==> src/rtl/seg7_scan_driver.sv <==
// Time-multiplexed common-anode hex display driver: one digit per prescaler slot,
// blank gap at each slot start, optional leading-zero blanking, frame-synchronous data update.
module seg7_scan_driver #(
    parameter int NUM_DIGITS   = 4,
    parameter int PRESCALE     = 50000,
    parameter int BLANK_CYCLES = 64
) (
    input  logic                      clk,
    input  logic                      rst_n,
    input  logic [4*NUM_DIGITS-1:0]   data,
    input  logic [NUM_DIGITS-1:0]     dp,
    input  logic [NUM_DIGITS-1:0]     dig_en,
    input  logic                      lzb,
    input  logic                      load,
    output logic [NUM_DIGITS-1:0]     an,
    output logic [7:0]                seg,
    output logic                      frame,
    output logic                      pending
);

    localparam int PW = (PRESCALE > 1) ? $clog2(PRESCALE) : 1;
    localparam int IW = (NUM_DIGITS > 1) ? $clog2(NUM_DIGITS) : 1;
    localparam logic [PW-1:0] PRESC_LAST = PW'(PRESCALE - 1);
    localparam logic [IW-1:0] IDX_LAST   = IW'(NUM_DIGITS - 1);

    logic [PW-1:0]           presc_reg;
    logic [IW-1:0]           idx_reg;
    logic                    slot_end;
    logic                    blank_gap;

    logic [4*NUM_DIGITS-1:0] pend_data_reg;
    logic [NUM_DIGITS-1:0]   pend_dp_reg;
    logic [NUM_DIGITS-1:0]   pend_en_reg;
    logic                    pending_reg;

    logic [4*NUM_DIGITS-1:0] act_data_reg;
    logic [NUM_DIGITS-1:0]   act_dp_reg;
    logic [NUM_DIGITS-1:0]   act_en_reg;

    logic [NUM_DIGITS-1:0]   lz_blank;
    logic [NUM_DIGITS-1:0]   an_sel;
    logic [7:0]              digit_seg [NUM_DIGITS];
    logic [7:0]              seg_sel;
    logic [NUM_DIGITS-1:0]   an_reg;
    logic [7:0]              seg_reg;

    // Active-low g..a patterns for a hex nibble.
    function automatic logic [6:0] hex_to_seg(input logic [3:0] nib);
        logic [6:0] s;
        case (nib)
            4'h0: s = 7'b1000000;
            4'h1: s = 7'b1111001;
            4'h2: s = 7'b0100100;
            4'h3: s = 7'b0110000;
            4'h4: s = 7'b0011001;
            4'h5: s = 7'b0010010;
            4'h6: s = 7'b0000010;
            4'h7: s = 7'b1111000;
            4'h8: s = 7'b0000000;
            4'h9: s = 7'b0010000;
            4'hA: s = 7'b0001000;
            4'hB: s = 7'b0000011;
            4'hC: s = 7'b1000110;
            4'hD: s = 7'b0100001;
            4'hE: s = 7'b0000110;
            default: s = 7'b0001110;
        endcase
        return s;
    endfunction

    assign slot_end = (presc_reg == PRESC_LAST);
    assign frame    = slot_end && (idx_reg == IDX_LAST);
    assign pending  = pending_reg;
    assign an       = an_reg;
    assign seg      = seg_reg;

    generate
        if (BLANK_CYCLES > 0) begin : g_blank
            assign blank_gap = (presc_reg < PW'(BLANK_CYCLES));
        end else begin : g_no_blank
            assign blank_gap = 1'b0;
        end
    endgenerate

    always_ff @(posedge clk or negedge rst_n) begin
        if (!rst_n) begin
            presc_reg <= '0;
            idx_reg   <= '0;
        end else if (slot_end) begin
            presc_reg <= '0;
            idx_reg   <= (idx_reg == IDX_LAST) ? '0 : idx_reg + 1'b1;
        end else begin
            presc_reg <= presc_reg + 1'b1;
        end
    end

    // A LOAD on the frame cycle lands in pending while the older pending value moves to active.
    always_ff @(posedge clk or negedge rst_n) begin
        if (!rst_n) begin
            pend_data_reg <= '0;
            pend_dp_reg   <= '0;
            pend_en_reg   <= '0;
            pending_reg   <= 1'b0;
            act_data_reg  <= '0;
            act_dp_reg    <= '0;
            act_en_reg    <= '0;
        end else begin
            if (frame && pending_reg) begin
                act_data_reg <= pend_data_reg;
                act_dp_reg   <= pend_dp_reg;
                act_en_reg   <= pend_en_reg;
            end
            if (load) begin
                pend_data_reg <= data;
                pend_dp_reg   <= dp;
                pend_en_reg   <= dig_en;
                pending_reg   <= 1'b1;
            end else if (frame) begin
                pending_reg   <= 1'b0;
            end
        end
    end

    // Walk from the top digit down; disabled digits do not stop zero-blanking below them.
    always_comb begin
        logic upper_clear;
        lz_blank    = '0;
        upper_clear = 1'b1;
        for (int i = NUM_DIGITS - 1; i >= 1; i--) begin
            lz_blank[i] = lzb && (act_data_reg[4*i +: 4] == 4'h0) && upper_clear;
            upper_clear = upper_clear && (!act_en_reg[i] || (act_data_reg[4*i +: 4] == 4'h0));
        end
    end

    genvar gi;
    generate
        for (gi = 0; gi < NUM_DIGITS; gi++) begin : g_digit
            logic [6:0] glyph;
            assign glyph          = lz_blank[gi] ? 7'h7F : hex_to_seg(act_data_reg[4*gi +: 4]);
            assign digit_seg[gi]  = act_en_reg[gi] ? {~act_dp_reg[gi], glyph} : 8'hFF;
            assign an_sel[gi]     = (idx_reg != IW'(gi));
        end
    endgenerate

    always_comb begin
        seg_sel = 8'hFF;
        for (int i = 0; i < NUM_DIGITS; i++) begin
            if (idx_reg == IW'(i)) begin
                seg_sel = digit_seg[i];
            end
        end
    end

    always_ff @(posedge clk or negedge rst_n) begin
        if (!rst_n) begin
            an_reg  <= '1;
            seg_reg <= 8'hFF;
        end else if (blank_gap) begin
            an_reg  <= '1;
            seg_reg <= 8'hFF;
        end else begin
            an_reg  <= an_sel;
            seg_reg <= seg_sel;
        end
    end

endmodule
==> config.mk <==
export PLATFORM = sky130hd
export DESIGN_NAME = seg7_scan_driver
export DESIGN_NICKNAME = d
export VERILOG_FILES = /design/src/rtl/seg7_scan_driver.sv
export SDC_FILE = /design/constraint.sdc
export NUM_CORES = 1
export LEC_CHECK = 0
export CAP_MARGIN = 20
export CORE_AREA = 2 2 115 117
export DETAILED_ROUTE_END_ITERATION = 12
export DIE_AREA = 0 0 117 119
export PLACE_DENSITY = 0.6
export SLEW_MARGIN = 5
export SYNTH_ARGS = -nofsm -noshare
export SYNTH_HDL_FRONTEND = slang
export SYNTH_SLANG_ARGS = --single-unit
export TNS_END_PERCENT = 1
==> constraint.sdc <==
create_clock -name clk -period 2.3 [get_ports clk]
set_input_delay 0.46 -clock clk [delete_from_list [all_inputs] [get_ports clk]]
set_output_delay 0.46 -clock clk [all_outputs]
set_load 0.02 [all_outputs]
# --- Word-level counts from Yosys, hierarchy flattened ---
# Memory sizes are Yosys's and may differ from the RTL's.
# Index checks and enable logic that the tools add are counted.
word_totals:
  elab_cells: 64
  mem_count: 4
  romBits: 448
  regBits: 79
mem_list:
  columns: ["name", "depth", "width", "rd", "rd_ports_with_merged_regs", "wr", "line_no", "rtl"]
  rows:
  - ["(no name shown)", 16, 7, 1, 0, 0, "50", "case (nib)"]
  - ["(no name shown)", 16, 7, 1, 0, 0, "50", null]
  - ["(no name shown)", 16, 7, 1, 0, 0, "50", null]
  - ["(no name shown)", 16, 7, 1, 0, 0, "50", null]
classes:
  n_mux: 17
  eq_ne: 7
  reduce_logical: 18
  bitwise: 4
  order_cmp: 1
  add_sub_neg: 2
ops:
  columns: ["op", "n"]
  rows:
  - ["$mux 8", 9]
  - ["$mux 7", 3]
  - ["$add 16x1->16 const B", 1]
  - ["$eq 16x16->1 const B", 1]
  - ["$lt 16x7->1 const B", 1]
  - ["$mux 16", 1]
  - ["$logic_not 4->1", 3]
  - ["$logic_and 1x1->1", 8]
  - ["$eq 2x2->1 const B", 2]
  - ["$mux 4", 1]
  - ["$ne 2x2->1 const B", 2]
  - ["$not 1->1", 4]
  - ["$reduce_bool 2->1", 2]
  - ["$add 2x1->2 const B", 1]
  - ["$eq 2x1->1 const B", 1]
  - ["$logic_not 1->1", 2]
  - ["$logic_not 2->1", 1]
  - ["$logic_or 1x1->1", 2]
  - ["$mux 1", 2]
  - ["$mux 2", 1]
  - ["$ne 2x1->1 const B", 1]

# --- Longest topological paths before layout ---
# Gate-level depths: netlist of the first run.
logic_depth:
  ltp_word: 10
  ltp_mapped: 7

# --- Worst setup path before layout of the first run ---
# Ideal clock, no wire load.
synth_path:
  path_type: "register -> register"
  startpoint: "register act_data_reg[8]"
  endpoint: "register seg_reg[4] (netlist: seg[4])"
  setup_slack_ns: 0.192
  arrival_time_ns: 2.010
  synth_period_minus_slack_ns: 2.108
  n_path_buf: 0
  setup_ns: 0.097
  path_stages_with_launch: 8
  cell_sequence: "dfrtp_1 > inv_1 > ha_1 > or3b_4 > a2111oi_4 > and2_1 > nor4_1 > o41ai_2"
synth_between:
  elab_chain_len: 10
  word_cells_on_any_way: 15
synth_lines:
  columns: ["item", "line_no", "rtl"]
  rows:
  - ["from (decl)", "36", "logic [4*NUM_DIGITS-1:0] act_data_reg;"]
  - ["from (signal assigned)", "109", "act_data_reg <= pend_data_reg;"]
  - ["branches (longest 7 deep; another with $mem_v2 16x7)", null, null]
  - ["$mux 8 * (2 in series)", "148", "if (idx_reg == IW'(i)) begin"]
  - ["$mux 8 *", "158", "end else if (blank_gap) begin"]
  - ["to (signal assigned)", "163", "seg_reg <= seg_sel;"]
  - ["to (decl)", "45", "logic [7:0] seg_reg;"]
# Every way passes the cells marked *.
# A chain may end at the register's enable or synchronous reset.

# --- Final worst setup path of the first run ---
layout_path:
  startpoint: "register act_data_reg[9]"
  endpoint: "register seg_reg[0] (netlist: seg[0])"
# Same word-level chain as after synthesis.

==> run metrics, run 1 <==
NumNets Final 522; die width 117 um; Power Density 558 mW/mm2; Worst path slowest cell or3b_4; dominant synthesized flop cell dfrtp_1; Hold Fails Final Rpt 0; hold buffers post-CTS 0; Register-to-Register Setup Slack 0.14 ns; final core occ 42.9%; asr flop ratio synth 100%; vias in the first global route 3199; Pre-Repair DR Iteration Count 4; Wirelength per Cell 14.5 um; hpwl dp 7000 um; Sum Neg Setup Slack 0 ns; Worst EP required 2.55 ns; clk buf depth 2; number of synthesized flops with an enable pin 0; Reg clk slew, reported paths 0.06 ns; vias per cell 4.98; initial drt markers 138; CP endpoint kind flip-flop; Crit Path Class reg -> reg; worst flop-to-flop path endpoint seg[0]; Max VDD drop 266 uV; CTS tree done; Core ar. 0.0129 mm2; status finished clean; Congestion Overflow GR 0; Tmin final 2.16 ns; RSZ-0062 raised after global routing false; most frequent cells in the layout 67 x dfrtp_1, 39 x clkdlybuf4s50_1, 29 x nand2_1, 29 x mux2_2, 29 x ha_1; Cells after Synth 409; WP depth 7; slew at the pin with the worst max-slew slack 0.577 ns; setup violators final 0; height of the chip 119 um; Worst-Skew Late Latency 0.34 ns; Post-CTS Setup Bufs 0; CTS H-tree depth 3; Routability Congestion 0.837; leak pwr 2.43 nW; final hold slack 0.0524 ns; Slew Limit Fails 0; cell total after placement 629; GRT Util Overall 14.6%; commonest non-fill, non-tap cell in the layout dfrtp_1; reg-to-reg critical path startpoint act_data_reg[9]; max_cap viols 0; cts bufs inserted 9; Worst path max stage delay 0.41 ns; Synth warnings 0; Fmax 463 MHz; root buffer cell clkbuf_16; largest net degree at the start of global routing 50; Yosys cell types 58; synthesized area 0.00448 mm2; Post-Layout Cell Count 645; Worst Path Buf+Inv 1; Worst Hold Class in -> async; Avg Cell Area, Syn 11.0 um2; # diodes 0; share of cells above drive strength 1 24.9%; crit path cell chain inv_1, ha_2, or3b_4, a2111oi_4, nand2_2, a311o_1, a32oi_1; DRT antenna net count 0; DIE AREA 0.0139 mm2; Max FO, Critical Path 4; wirelength, routed 9380 um; first-pass GRT wire length 15900 um; I/O Pins 42; syn nets 467; post-synthesis sequential area ratio 44.4%; CP Launch Point act_data_reg[9]; initial antenna violation count 0; total power 3.08 mW; Setup crit end seg[0]; worst slew margin relative to its limit 61.2%; WP data arrival 2.42 ns; R2R cell count 7; clock skew 0.00609 ns; IO buf count 41; Tcrit/Tclk final 94.0%; Area Overhead vs Synth 23.3%; Top delay family on crit path compound AO/OA/AOI/OAI gates; Starting Density 34.8%; # DRC 0; Yosys reg bits 79; vias after detailed routing 3211; Rows 42; clock sinks 79; crit start category flip-flop
==> what timing repair did <==
action | 4_1_cts | 5_1_grt
pin swaps | 0 | 2
setup endpoints to repair | 1 | 5
gates resized for setup | 2 | 4
==> kinds of logic after synthesis <==
logic type / share of synthesized area, %
AO/OA/AOI/OAI: 11.1
adder cells (fa/ha/maj): 8.37
XOR/XNOR: 2.74
AND/OR/NAND/NOR: 14.4
flip-flops: 44.4
buffers and inverters: 3.80
multiplexers: 15.2
==> synth_stat cells (2+ instances only) <==
| master | number | share of area [%] |
|---|---|---|
| nor4_1 | 6 | 0.84 |
| o22ai_1 | 3 | 0.42 |
| a21oi_1 | 13 | 1.5 |
| dfstp_2 | 12 | 7.0 |
| nand2b_1 | 5 | 0.70 |
| mux2_4 | 20 | 6.7 |
| inv_1 | 20 | 1.7 |
| ha_1 | 30 | 8.4 |
| mux2_2 | 29 | 7.3 |
| nor3_1 | 7 | 0.78 |
| nand3b_1 | 3 | 0.50 |
| clkbuf_1 | 17 | 1.4 |
| o31ai_1 | 2 | 0.33 |
| o211ai_1 | 2 | 0.33 |
| o21ai_0 | 17 | 1.9 |
| nor2b_1 | 6 | 0.84 |
| or2_2 | 5 | 0.70 |
| mux2i_1 | 3 | 0.67 |
| nand4_1 | 2 | 0.28 |
| nand3_1 | 14 | 1.6 |
| xnor2_1 | 8 | 1.6 |
| nor3b_1 | 2 | 0.33 |
| a211o_1 | 5 | 0.98 |
| nand2_1 | 29 | 2.4 |
| and3_1 | 8 | 1.1 |
| a32oi_1 | 2 | 0.39 |
| a31oi_1 | 2 | 0.28 |
| a211oi_1 | 7 | 1.2 |
| dfrtp_1 | 67 | 37 |
| nor2_1 | 26 | 2.2 |
| a311oi_1 | 3 | 0.59 |
| xor2_1 | 6 | 1.2 |
| a21o_1 | 2 | 0.33 |
| buf_6 | 2 | 0.50 |
==> stage by stage <==
| stage | worst slack (ns) | area (um2) |
|---|---|---|
| 2_1_floorplan | 0.192 | 4480 |
| 3_3_place_gp | 0.0455 | 5210 |
| 3_5_place_dp | 0.0735 | 5210 |
| 4_1_cts | 0.00180 | 5530 |
| 5_1_grt | 0.00232 | 5530 |
| 6_report | 0.138 | 5530 |
==> worst min path at each step <==
stage | endpoint | slack (ns) | cells past startpoint
floorplan | act_data_reg[0] | 0.16 | 0
global placement | pend_en_reg[3] | 0.42 | 1
detailed placement | pend_en_reg[3] | 0.43 | 1
CTS | pend_en_reg[3] | 0.07 | 1
global route | pend_en_reg[3] | 0.08 | 1
finish | pend_en_reg[3] | 0.05 | 1
==> power breakdown <==
part	total [mW]	switching (mW)	internal, mW	leakage [nW]
Combinational	0.142	0.0558	0.0859	1.29
Clock	1.49	0.577	0.909	0.153
Sequential	1.46	0.0232	1.43	0.988
==> routing by layer <==
metal | GRT usage (%) | vias to the layer above | routed length, um
met2 | 22.7 | 69 | 4530
met3 | 3.56 | 12 | 387
met4 | 4.34 | 0 | 148
met5 | 0 | - | 0
met1 | 20.0 | 1567 | 4310
li1 | - | 1563 | -
==> area by class of cell <==
class / instances / area, um2
inverter: 20 / 75.1
multi-input combinational: 289 / 2330
clock inverter: 5 / 63.8
tap: 176 / 220
timing repair buffer: 65 / 596
fill: 1212 / 7350
clock buffer: 11 / 253
sequential: 79 / 1990
No activity file was read; power rests on OpenSTA's default activity.
==> inputs of run 2 (changes only) <==
--- a/config.mk
+++ b/config.mk
@@ -6,9 +6,9 @@
 export NUM_CORES = 1
 export LEC_CHECK = 0
 export CAP_MARGIN = 20
-export CORE_AREA = 2 2 115 117
+export CORE_AREA = 5 5 118 120
 export DETAILED_ROUTE_END_ITERATION = 12
-export DIE_AREA = 0 0 117 119
+export DIE_AREA = 0 0 123 125
 export PLACE_DENSITY = 0.6
 export SLEW_MARGIN = 5
 export SYNTH_ARGS = -nofsm -noshare
==> run 2 against run 1 <==
  * Worst setup slack worse by 0.0078 ns
  * Die area rose by 10%
  * Clock skew hardly changed
  * Largest cell class unchanged
  * Maximum frequency is 0.36% lower
==> run metrics, run 2 (synthesis results as in run 1) <==
reg-to-reg critical path startpoint act_data_reg[9]; Rows 42 (unchanged); vias per cell 4.93 (-0.97%); GRT Util Overall 12.7% (-1.9 points); vias in the first global route 3214 (+0.47%); Starting Density 34.8% (unchanged); die width 123 um (+5.1%); share of cells above drive strength 1 24.9% (unchanged); Tmin final 2.17 ns (+0.00781 ns); Flop pwr share 45.6% (-1.6 points); R2R cell count 7 (unchanged); most frequent cells in the layout 67 x dfrtp_1, 39 x clkdlybuf4s50_1, 29 x nand2_1, 29 x mux2_2, 29 x ha_1; Psw 626 uW (-4.6%); cts bufs inserted 9 (unchanged); # DRC 0 (unchanged); RSZ-0062 raised after global routing true; clk buf depth 2 (unchanged); CP endpoint kind flip-flop; initial antenna violation count 0 (unchanged); height of the chip 125 um (+5.0%); Register-to-Register Setup Slack 0.13 ns (about the same); clock sinks 79 (unchanged); CTS H-tree depth 3 (unchanged); NumNets Final 523 (+0.19%); final core occ 43.2% (+0.27 points); IO buf count 41 (unchanged); CTS tree done; Area Overhead vs Synth 24.1%; worst slew margin relative to its limit 60.6% (-0.54 points); largest net degree at the start of global routing 80 (+60%); Power Density 575 mW/mm2 (+3.0%); wirelength, routed 9350 um (-0.32%); Worst Hold Class in -> async; internal power 2.57 mW (+5.8%); slew at the pin with the worst max-slew slack 0.585 ns (+0.00800 ns); sw frac 19.6% (-1.7 points); worst flop-to-flop path endpoint seg[4]; Clock Power Share 50.0% (+1.8 points); Max FO, Critical Path 4 (unchanged); vias after detailed routing 3180 (-0.97%); Filler cells 1223 (+0.91%); Core ar. 0.0129 mm2 (unchanged); DRT antenna net count 0 (unchanged); DIE AREA 0.0154 mm2 (+10%); setup violators final 0 (unchanged); # diodes 0 (unchanged); Routability Congestion 0.868 (+3.6%); root buffer cell clkbuf_16; Reg clk slew, reported paths 0.06 ns (about the same); Wirelength per Cell 14.5 um (-0.32%); Hold Fails Final Rpt 0 (unchanged); WP data arrival 2.40 ns (-0.02 ns); I/O Pins 42 (unchanged); Max VDD drop 274 uV (+3.0%); hpwl dp 6840 um (-2.2%); crit start category flip-flop; Crit Path Class reg -> reg; Slew Limit Fails 0 (unchanged); initial drt markers 153 (+11%); total power 3.20 mW (+3.6%); Congestion Overflow GR 0 (unchanged); Worst-Skew Late Latency 0.33 ns (about the same); first-pass GRT wire length 15600 um (-1.6%); combinational share of power 4.4% (-0.2 points); max_cap viols 0 (unchanged); clock skew 0.00607 ns (-0.0000213 ns); commonest non-fill, non-tap cell in the layout dfrtp_1; Worst EP required 2.53 ns (-0.02 ns); status finished clean; Fmax 461 MHz (-0.36%); Pre-Repair DR Iteration Count 4 (unchanged); Tcrit/Tclk final 94.3% (+0.34 points); leak pwr 2.43 nW (+0.26%)
run 2: through the flow:
step	std cells	hold slack [ns]	setup TNS (ns)	worst slack, ns	instance area (um2)
2_1_floorplan	409	0.164	0	0.192	4480
3_3_place_gp	629	0.485	0	0.0948	5210
3_5_place_dp	629	0.492	0	0.0510	5210
4_1_cts	644	0.162	0	0.0324	5550
5_1_grt	645	0.185	-0.0434	-0.0272	5560
6_report	645	0.146	0	0.131	5560
run 2: critical path, cell delays in order, from the launching register on:
cell and delay, ns:
dfrtp_1 0.37, inv_1 0.11, ha_2 0.21, or3b_4 0.42, a2111oi_4 0.33, and2_1 0.22, nor4_1 0.08, o41ai_2 0.32
run 2: repair_timing:
action	4_1_cts	5_1_grt
setup endpoints to repair	1	7
resized for setup	3	3
buffers inserted	0	1
hold buffers	0	0
pin swaps	0	3
run 2: area by class of cell:
type                       instances  area (um2)  share of cell area [%]
multi-input combinational        289        2330                    41.9
tap                              176         220                    3.96
clock inverter                     6         110                    1.98
timing repair buffer              66         609                    11.0
clock buffer                       9         225                    4.05
sequential                        79        1990                    35.8
inverter                          20        75.1                    1.35
run 2: worst max path at each step:
stage,startpoint,to,slack [ns]
after floorplan,act_data_reg[8],seg[4],0.19
after global placement,presc_reg[13],frame,0.09
after detailed placement,presc_reg[13],frame,0.05
after CTS,presc_reg[13],frame,0.03
after global routing,act_data_reg[9],seg[5],-0.03
final,act_data_reg[9],seg[4],0.13
run 2: power by group through the flow:
stage	Sequential (mW)	Combinational, mW	Clock [mW]
floorplan	1.47	0.0580	0
global placement	1.48	0.142	0
detailed placement	1.48	0.146	0
CTS	1.46	0.146	1.64
global route	1.46	0.158	1.69
finish	1.46	0.141	1.60
run 2: metal layers:
layer / global-route usage (%) / up-vias / wire length (um)
met5: 0 / - / 0
met4: 4.23 / 0 / 142
met3: 2.94 / 16 / 264
met2: 20.8 / 49 / 4580
met1: 16.4 / 1555 / 4370
li1: - / 1560 / -
==> inputs of run 3 (changes only) <==
--- a/config.mk
+++ b/config.mk
@@ -10,6 +10,7 @@
 export DETAILED_ROUTE_END_ITERATION = 12
 export DIE_AREA = 0 0 123 125
 export PLACE_DENSITY = 0.6
+export RECOVER_POWER = 100
 export SLEW_MARGIN = 5
 export SYNTH_ARGS = -nofsm -noshare
 export SYNTH_HDL_FRONTEND = slang
==> run 3 against run 2 <==
  * The flow now finishes with violations (max-capacitance violations, max-slew violations)
  * Wire length decreased by 0.24%
  * Sequential power about the same
  * Combinational power decreased by 4%
  * Global-route usage unchanged
  * Critical path depth unchanged
  * Non-clock buffer count unchanged
  * Sequential share of layout area increased by 0.65 points
  * First-iteration DRC count decreased by 24%
  * Cell area decreased by 1.8%
  * Worst setup slack got worse by 0.0080 ns
  * Clock skew about the same
  * Critical path type unchanged
==> run metrics, run 3 (synthesis results as in run 1) <==
status finished, violations left; failing checks max-capacitance violations, max-slew violations; clock skew 0.00625 ns (+0.000181 ns); Max VDD drop 273 uV (-0.39%); wire length on met1 4330 um (-0.89%); commonest non-fill, non-tap cell in the layout dfrtp_1; # DRC 0 (unchanged); height of the chip 125 um (unchanged); die width 123 um (unchanged); worst slew margin relative to its limit -12.4% (-73 points); vias after detailed routing 3177 (-0.094%); clock sinks 79 (unchanged); CTS tree done; Wirelength per Cell 14.5 um (-0.24%); Met3 Routed Length 233 um (-12%); vias in the first global route 3214 (unchanged); first-pass GRT wire length 15600 um (unchanged); Worst path max stage delay 0.42 ns (about the same); root buffer cell clkbuf_16; initial drt markers 117 (-24%); reg-to-reg critical path startpoint act_data_reg[9]; Storage cell area 0.00199 mm2 (unchanged); Routability Congestion 0.868 (unchanged); share of cells above drive strength 1 21.1% (-3.8 points); highest metal used met4; # diodes 0 (unchanged); Filler cells 1249 (+2.1%); vias per cell 4.93 (about the same); RSZ-0062 raised after global routing true; worst flop-to-flop path endpoint seg[4]; Worst-Skew Late Latency 0.33 ns (about the same); Power Density 584 mW/mm2 (+1.6%); Slew Limit Fails 80 (+80); hpwl dp 6840 um (unchanged); I/O Pins 42 (unchanged); Sum Neg Setup Slack 0 ns (unchanged); leak pwr 2.34 nW (-3.9%); most frequent cells in the layout 67 x dfrtp_1, 29 x nand2_1, 29 x mux2_2, 29 x ha_1, 26 x nor2_1; Worst EP required 2.53 ns (about the same); NumNets Final 523 (unchanged); CTS H-tree depth 3 (unchanged); DR WL met2 4630 um (+1.2%); largest net degree at the start of global routing 80 (unchanged); Hold Fails Final Rpt 0 (unchanged); total power 3.19 mW (-0.20%); Setup crit end seg[4]; cts bufs inserted 9 (unchanged); cell area after layout 0.00546 mm2 (-1.8%); Core ar. 0.0129 mm2 (unchanged); R2R cell count 7 (unchanged); Tcrit/Tclk final 94.7% (+0.35 points); Worst path slowest cell or3b_4; DRT antenna net count 0 (unchanged); clk buf depth 2 (unchanged); IO buf count 41 (unchanged); initial antenna violation count 0 (unchanged); Rows 42 (unchanged); CP Launch Point act_data_reg[9]; max_cap viols 1 (+1); slew at the pin with the worst max-slew slack 1.69 ns (+1.10 ns); Reg clk slew, reported paths 0.06 ns (about the same); setup violators final 0 (unchanged); WP data arrival 2.41 ns (about the same); Multi-input gate area 0.00225 mm2 (-3.3%); Starting Density 34.8% (unchanged); crit path cell chain inv_1, ha_2, or3b_4, a2111oi_4, and2_1, nor4_1, o41ai_2; Crit Path Class reg -> reg; DIE AREA 0.0154 mm2 (unchanged); Post-DP Area 0.00521 mm2 (unchanged); Max FO, Critical Path 4 (unchanged); wirelength, routed 9330 um (-0.24%); Worst Hold Class reg -> reg; Pre-Repair DR Iteration Count 4 (unchanged); Tmin final 2.18 ns (+0.00804 ns); Congestion Overflow GR 0 (unchanged); crit start category flip-flop; Register-to-Register Setup Slack 0.12 ns (about the same); Fmax 459 MHz (-0.37%); CP endpoint kind flip-flop; GRT Util Overall 12.7% (unchanged); Area Overhead vs Synth 21.9%
==> run 3: changes by cell type in the layout (fill, tap and decap cells not counted), sizes merged <==
cell and change:
buf -3, clkbuf +3, clkdlybuf4s50 -14, dlygate4sd3 +14
==> run 3: final cells by class <==
| type | instances | share of cell area, % |
|---|---|---|
| Clock buffer | 9 | 4.12 |
| Tap cell | 176 | 4.03 |
| Clock inverter | 6 | 2.02 |
| Timing Repair Buffer | 66 | 10.7 |
| Inverter | 20 | 1.37 |
| Multi-Input combinational cell | 289 | 41.3 |
| Sequential cell | 79 | 36.5 |
==> run 3: how the worst min path moves through the flow <==
| stage | start | end | slack, ns | cells after the start |
|---|---|---|---|---|
| detailed placement | pend_data_reg[1] | act_data_reg[1] | 0.49 | 1 |
| finish | pend_dp_reg[1] | act_dp_reg[1] | 0.48 | 1 |
| global placement | presc_reg[10] | presc_reg[10] | 0.48 | 1 |
| CTS | rst_n | pend_en_reg[0] | 0.16 | 2 |
| floorplan | rst_n | act_data_reg[0] | 0.16 | 0 |
| global route | pend_dp_reg[1] | act_dp_reg[1] | 0.49 | 1 |
==> run 3: per-stage QoR <==
stage	instances	util (%)	setup slack, ns	hold slack [ns]
finish	645	42.4	0.122	0.478
global route	645	42.4	-0.0272	0.491
CTS	644	43.1	0.0324	0.162
detailed placement	629	40.5	0.0510	0.492
global placement	629	40.5	0.0948	0.485
floorplan	409	-	0.192	0.164
==> run 3: per-layer routing <==
layer | global-route usage, % | up-vias
met3 | 2.94 | 12
met4 | 4.23 | 0
met1 | 16.4 | 1569
li1 | - | 1561
met5 | 0 | -
met2 | 20.8 | 35
==> run 3: timing repair <==
action,CTS,global route
gates resized for setup,3,3
hold buffers,0,0
buffers inserted,0,1
pin swaps,0,3
setup endpoints to repair,1,7
==> run 3: worst max-delay path: cells and delay by family (launching register included) <==
| family | cells | cell delay, ns |
|---|---|---|
| compound gates | 2 | 0.66 |
| fa+ha+maj | 1 | 0.22 |
| buf+inv | 1 | 0.11 |
| flops | 1 | 0.37 |
| simple gates | 3 | 0.73 |
==> run 3: power by group <==
| group | switching, mW | internal, mW |
|---|---|---|
| Combinational | 0.0544 | 0.0805 |
| Sequential | 0.0205 | 1.43 |
| Clock | 0.549 | 1.05 |
